===== src/rtl/instr_encode.sv =====
// Field-to-instruction encoder: packs decoded RV fields into a 32-bit word and writes it to instruction memory.
// Optional macro ENC_RV64W_EN adds op-imm-32 / op-32 as supported opcodes.
module instr_encode #(
    parameter int ADDR_W    = 10,
    parameter int BASE_ADDR = 0
) (
    input  logic              clk,
    input  logic              rst,
    input  logic              in_valid,
    output logic              in_ready,
    input  logic [6:0]        opcode,
    input  logic [2:0]        func3,
    input  logic              func7,
    input  logic [4:0]        Rs1,
    input  logic [4:0]        Rs2,
    input  logic [4:0]        Rd,
    input  logic [31:0]       imme,
    input  logic              ptr_rst,
    input  logic              err_clr,
    output logic              mem_we,
    output logic [ADDR_W-1:0] mem_addr,
    output logic [31:0]       mem_wdata,
    input  logic              mem_ack,
    output logic              err_imm,
    output logic              err_opcode,
    output logic [15:0]       wr_count
);

    typedef enum logic [1:0] {IDLE = 2'd0, WRITE = 2'd1, ERR = 2'd2} state_t;
    typedef enum logic [2:0] {FMT_R, FMT_I, FMT_S, FMT_B, FMT_U, FMT_J, FMT_BAD} fmt_t;

    localparam logic [ADDR_W-1:0] BASE = ADDR_W'(BASE_ADDR);

    state_t state, state_next;
    fmt_t   fmt;
    logic   accept;

    function automatic fmt_t decode_fmt(input logic [6:0] op);
        fmt_t f;
        case (op)
            7'b0110111, 7'b0010111:             f = FMT_U;
            7'b1101111:                         f = FMT_J;
            7'b1100111, 7'b0000011, 7'b0010011: f = FMT_I;
            7'b1100011:                         f = FMT_B;
            7'b0100011:                         f = FMT_S;
            7'b0110011:                         f = FMT_R;
`ifdef ENC_RV64W_EN
            7'b0011011:                         f = FMT_I;
            7'b0111011:                         f = FMT_R;
`endif
            default:                            f = FMT_BAD;
        endcase
        return f;
    endfunction

    function automatic logic [31:0] encode(input fmt_t f, input logic [6:0] op,
                                           input logic [2:0] f3, input logic f7,
                                           input logic [4:0] rs1, input logic [4:0] rs2,
                                           input logic [4:0] rd, input logic [31:0] imm);
        logic [31:0] w;
        case (f)
            FMT_R:   w = {1'b0, f7, 5'b0, rs2, rs1, f3, rd, op};
            FMT_I:   w = {imm[11:0], rs1, f3, rd, op};
            FMT_S:   w = {imm[11:5], rs2, rs1, f3, imm[4:0], op};
            FMT_B:   w = {imm[12], imm[10:5], rs2, rs1, f3, imm[4:1], imm[11], op};
            FMT_U:   w = {imm[31:12], rd, op};
            FMT_J:   w = {imm[20], imm[10:1], imm[11], imm[19:12], rd, op};
            default: w = {imm[11:0], rs1, f3, rd, op};
        endcase
        return w;
    endfunction

    // A field is representable when every discarded upper bit equals the kept sign bit.
    function automatic logic imm_bad(input fmt_t f, input logic [31:0] imm);
        logic bad;
        case (f)
            FMT_I, FMT_S: bad = !((&imm[31:11]) || !(|imm[31:11]));
            FMT_B:        bad = !((&imm[31:12]) || !(|imm[31:12])) || imm[0];
            FMT_J:        bad = !((&imm[31:20]) || !(|imm[31:20])) || imm[0];
            FMT_U:        bad = |imm[11:0];
            default:      bad = 1'b0;
        endcase
        return bad;
    endfunction

    assign fmt = decode_fmt(opcode);

    always_ff @(posedge clk or posedge rst) begin
        if (rst) state <= IDLE;
        else     state <= state_next;
    end

    always_comb begin
        state_next = state;
        in_ready   = 1'b0;
        mem_we     = 1'b0;
        accept     = 1'b0;
        case (state)
            IDLE: begin
                in_ready = 1'b1;
                if (in_valid) begin
                    accept     = 1'b1;
                    state_next = (fmt == FMT_BAD) ? ERR : WRITE;
                end
            end
            WRITE: begin
                mem_we = 1'b1;
                if (mem_ack) state_next = IDLE;
            end
            ERR:     state_next = IDLE;
            default: state_next = IDLE;
        endcase
    end

    always_ff @(posedge clk or posedge rst) begin
        if (rst) begin
            mem_addr   <= BASE;
            mem_wdata  <= '0;
            err_imm    <= 1'b0;
            err_opcode <= 1'b0;
            wr_count   <= '0;
        end else begin
            if (accept) mem_wdata <= encode(fmt, opcode, func3, func7, Rs1, Rs2, Rd, imme);
            if (state == IDLE && ptr_rst) begin
                mem_addr <= BASE;
            end else if (state == WRITE && mem_ack) begin
                mem_addr <= mem_addr + 1'b1;
                if (wr_count != 16'hFFFF) wr_count <= wr_count + 16'd1;
            end
            // A newly detected error outranks a same-cycle clear.
            err_imm    <= (err_imm & ~err_clr) | (accept & (fmt != FMT_BAD) & imm_bad(fmt, imme));
            err_opcode <= (err_opcode & ~err_clr) | (accept & (fmt == FMT_BAD));
        end
    end

endmodule

===== config.mk =====
export PLATFORM = sky130hd
export DESIGN_NAME = instr_encode
export DESIGN_NICKNAME = d
export VERILOG_FILES = /design/src/rtl/instr_encode.sv
export SDC_FILE = /design/constraint.sdc
export NUM_CORES = 1
export LEC_CHECK = 0
export BUFFER_PORTS_ARGS = -buffer_cell sky130_fd_sc_hd__buf_2
export CAP_MARGIN = 10
export CELL_PAD_IN_SITES_DETAIL_PLACEMENT = 0
export CELL_PAD_IN_SITES_GLOBAL_PLACEMENT = 1
export CORE_UTILIZATION = 33
export CTS_BUF_LIST = sky130_fd_sc_hd__clkbuf_16
export DETAILED_ROUTE_END_ITERATION = 7
export PLACE_DENSITY = 0.83
export SLEW_MARGIN = 20
export SYNTH_ARGS = -nofsm -noshare
export SYNTH_HDL_FRONTEND = slang
export SYNTH_SLANG_ARGS = --single-unit

===== constraint.sdc =====
create_clock -name clk -period 1.8 [get_ports clk]
set_input_delay 0.36 -clock clk [delete_from_list [all_inputs] [get_ports clk]]
set_output_delay 0.36 -clock clk [all_outputs]
set_load 0.1 [all_outputs]

==> flow_metrics.py <==
metrics = {
    "finish": {
        "fin_util_pct": 48.4,
        "fin_area_um2": 4550,
        "final_cells": 615,
        "antenna_cells": 0,
        "nets": 547,
        "drive_gt1_share_pct": 39.9,
        "area_delta_synth_final_pct": 39.4,
    },
    "critical_path": {
        "reg2reg_depth": 5,
        "endpoint_kind": "output pin",
        "critPathKind": "reg -> out",
        "path_cells": "nor2_4, buf_2",
        "timing.rr.start": "wr_count[4]",
        "crit_path_max_fanout": 4,
        "cpPeakStageDelay_ns": 0.44,
        "slowest_stage": "buf_2",
        "crit_path_end": "in_ready",
        "reg2reg_to": "wr_count[1]",
        "regToRegSetupSlack_ns": 0.11,
        "cp-start-kind": "flop",
        "worst-path-buf-inv": 1,
        "crit_arrival_ns": 1.33,
        "crit_cells": 2,
        "critPathRequiredTime_ns": 1.44,
        "worstSetupStartpoint": "state[0]",
        "critical_path.top_delay_family": "buffers and inverters",
    },
    "clocking": {
        "htree_levels": 3,
        "cts_tree": "yes",
        "cts_root_buffer": "clkbuf_16",
        "numCtsBuffers": 9,
        "worstSkewPairLatency_ns": 0.32,
        "clockBufferDepth": 2,
        "cts_sinks": 62,
        "clk_transition_reported_paths_ns": 0.05,
        "postCtsHoldBufs": 0,
    },
    "floorplanning": {
        "fp.dieH_um": 102,
        "start_util_pct": 34.7,
        "rows": 35,
        "die_area_um2": 10300,
        "ios": 126,
        "coreArea_um2": 9420,
        "die_w_um": 102,
    },
    "placement": {
        "dp_cells": 599,
        "gp_congestion": 0.832,
        "dp_hpwl_um": 7170,
        "placed_cell_area_um2": 4240,
        "portBuffers": 125,
    },
    "grt": {
        "grt_max_degree": 63,
        "grt_overflow": 0,
        "grt_pass1_vias": 2964,
        "grt_pass1_wl_um": 15000,
        "antenna_found_initial": 0,
        "grt_usage_pct": 18.8,
    },
    "power": {
        "ir_worst_vdd_v": 0.000557,
        "p_total_uw": 5270,
        "p_leak_uw": 0.00222,
        "p_per_area_nw_per_um2": 1160,
    },
    "synth": {
        "yosys_most_used_dff": "dfrtp_1",
        "avgSynthCellArea_um2": 9.53,
        "netlist_area_um2": 3270,
        "netlist-cell-type-count": 52,
        "synthMuxAreaShare_pct": 5.47,
        "yosys.area.top_type_share_pct": 47.5,
        "yosysMostFrequentCell": "dfrtp_1",
        "synthesis.nets": 409,
        "synth_xor_area_share_pct": 6.16,
        "synth_largest_area_cell": "dfrtp_1",
        "yosys.area_share.adder_pct": 0.766,
        "ys.warnings.count": 0,
        "synthSimpleGateAreaFrac_pct": 25.8,
        "synth_compound_area_share_pct": 11.4,
        "syn_inst": 343,
        "synth_common_cells": "dfrtp_1, nand2_1, nor2_1",
        "synth-seq-cells": 62,
        "synth-seq-area-share_pct": 47.5,
        "synthArstFlopShare_pct": 100,
        "synth_area_leaders": "dfrtp_1, nand2_1, xor2_1",
        "synth_top_family_by_area": "simple AND/OR/NAND/NOR gates",
        "synth-edff-count": 0,
    },
    "hold_path": {
        "hold_path_class": "in -> async",
    },
    "route": {
        "detail-route-antenna-nets": 0,
        "drc": 0,
        "drt-pass1-iter-count": 4,
        "routedWlPerCell_um": 14.9,
        "via_per_inst": 4.99,
        "vias": 3067,
        "initialDrtViolationCount": 68,
        "drt-total-wl_um": 9190,
    },
    "timing": {
        "finalClockSkew_ns": 0.00328,
        "hold_viol_final": 0,
        "rsz0062_at_grt": "no",
        "slew_headroom_pct": 65.6,
        "slew_viol_final": 0,
        "min_period_ns": 1.69,
        "min_period_over_period_pct": 94.1,
        "worstMarginPinSlew_ns": 0.520,
        "setup_viol": 0,
        "max_freq_mhz": 591,
    },
    "run_status": {
        "status": "finished clean",
    },
    "run": {
        "maxCapViolations": 0,
    },
}
worst reg2reg max path, stage by stage, from the launching register on:
cell,delay [ns]
dfrtp_4,0.44
nand4_1,0.21
nor4_4,0.33
nand4_1,0.13
and2_4,0.18
mux2_4,0.28
sequential cells by signal (all words and copies together) (netlist names):
name and flops:
state 2, mem_addr 10, mem_wdata 32, wr_count 16, err_opcode 1, err_imm 1
layer usage:
layer / global-route usage (%) / vias to the layer above / wire [um]
met5: 0 / - / 0
met4: 6.47 / 0 / 144
met3: 4.69 / 12 / 551
met2: 30.9 / 98 / 4310
met1: 24.0 / 1448 / 4180
li1: - / 1509 / -
final cells by class:
type	instances	area, um2
Fill cell	927	4860
Multi-Input combinational cell	259	1660
Sequential cell	62	1610
Timing Repair Buffer	143	788
Clock buffer	9	225
Tap cell	129	161
Clock inverter	7	81.3
Inverter	6	30.0
how the worst min path moves through the flow:
stage,depth (start not counted),startpoint,slack (ns),end
final,3,rst,0.12,mem_wdata[27]
after global routing,3,rst,0.16,mem_wdata[27]
after floorplan,2,opcode[0],0.47,mem_wdata[0]
after detailed placement,2,mem_wdata[4],0.46,mem_wdata[4]
after CTS,3,rst,0.14,mem_wdata[25]
after global placement,2,mem_wdata[21],0.46,mem_wdata[21]
cells in the final DEF (no fill, tap or decap), drive strengths merged, types with 3 or more instances in the layout:
cell,n
a21oi,4
a221oi,7
a222oi,4
a31oi,5
and2,5
and3,4
and4,3
buf,143
clkbuf,9
clkinv,3
dfrtp,62
inv,6
mux2,4
mux2i,13
nand2,53
nand2b,3
nand3,13
nand3b,3
nand4,12
nor2,37
nor3,5
nor4,11
o21ai,23
or3,5
xnor2,7
xor2,16
power breakdown:
part	leakage (uW)	switching (uW)	internal [uW]
Sequential	0.000757	103	1560
Combinational	0.00131	1510	322
Clock	0.000159	589	1190
kinds of logic after synthesis:
family / after synthesis
DFF: 62
xor gates and xnor gates: 23
AOI/OAI and AO/OA: 54
buffers and inverters: 22
muxes: 17
and+or+nand+nor: 163
adders and majority gates: 2
per-stage QoR:
stage	TNS [ns]	hold slack (ns)	worst slack, ns
2_1_floorplan	-0.242	0.465	-0.0825
3_3_place_gp	-0.0439	0.460	-0.0439
3_5_place_dp	-0.0843	0.461	-0.0682
4_1_cts	0	0.139	0.0591
5_1_grt	0	0.158	0.0157
6_report	0	0.124	0.107
timing repair:
action	CTS	global route
endpoints found under the hold margin	0	0
resized for setup	0	1
setup endpoints to repair	0	1
setup buffers	0	0
Power figures use the tool's default switching activity.
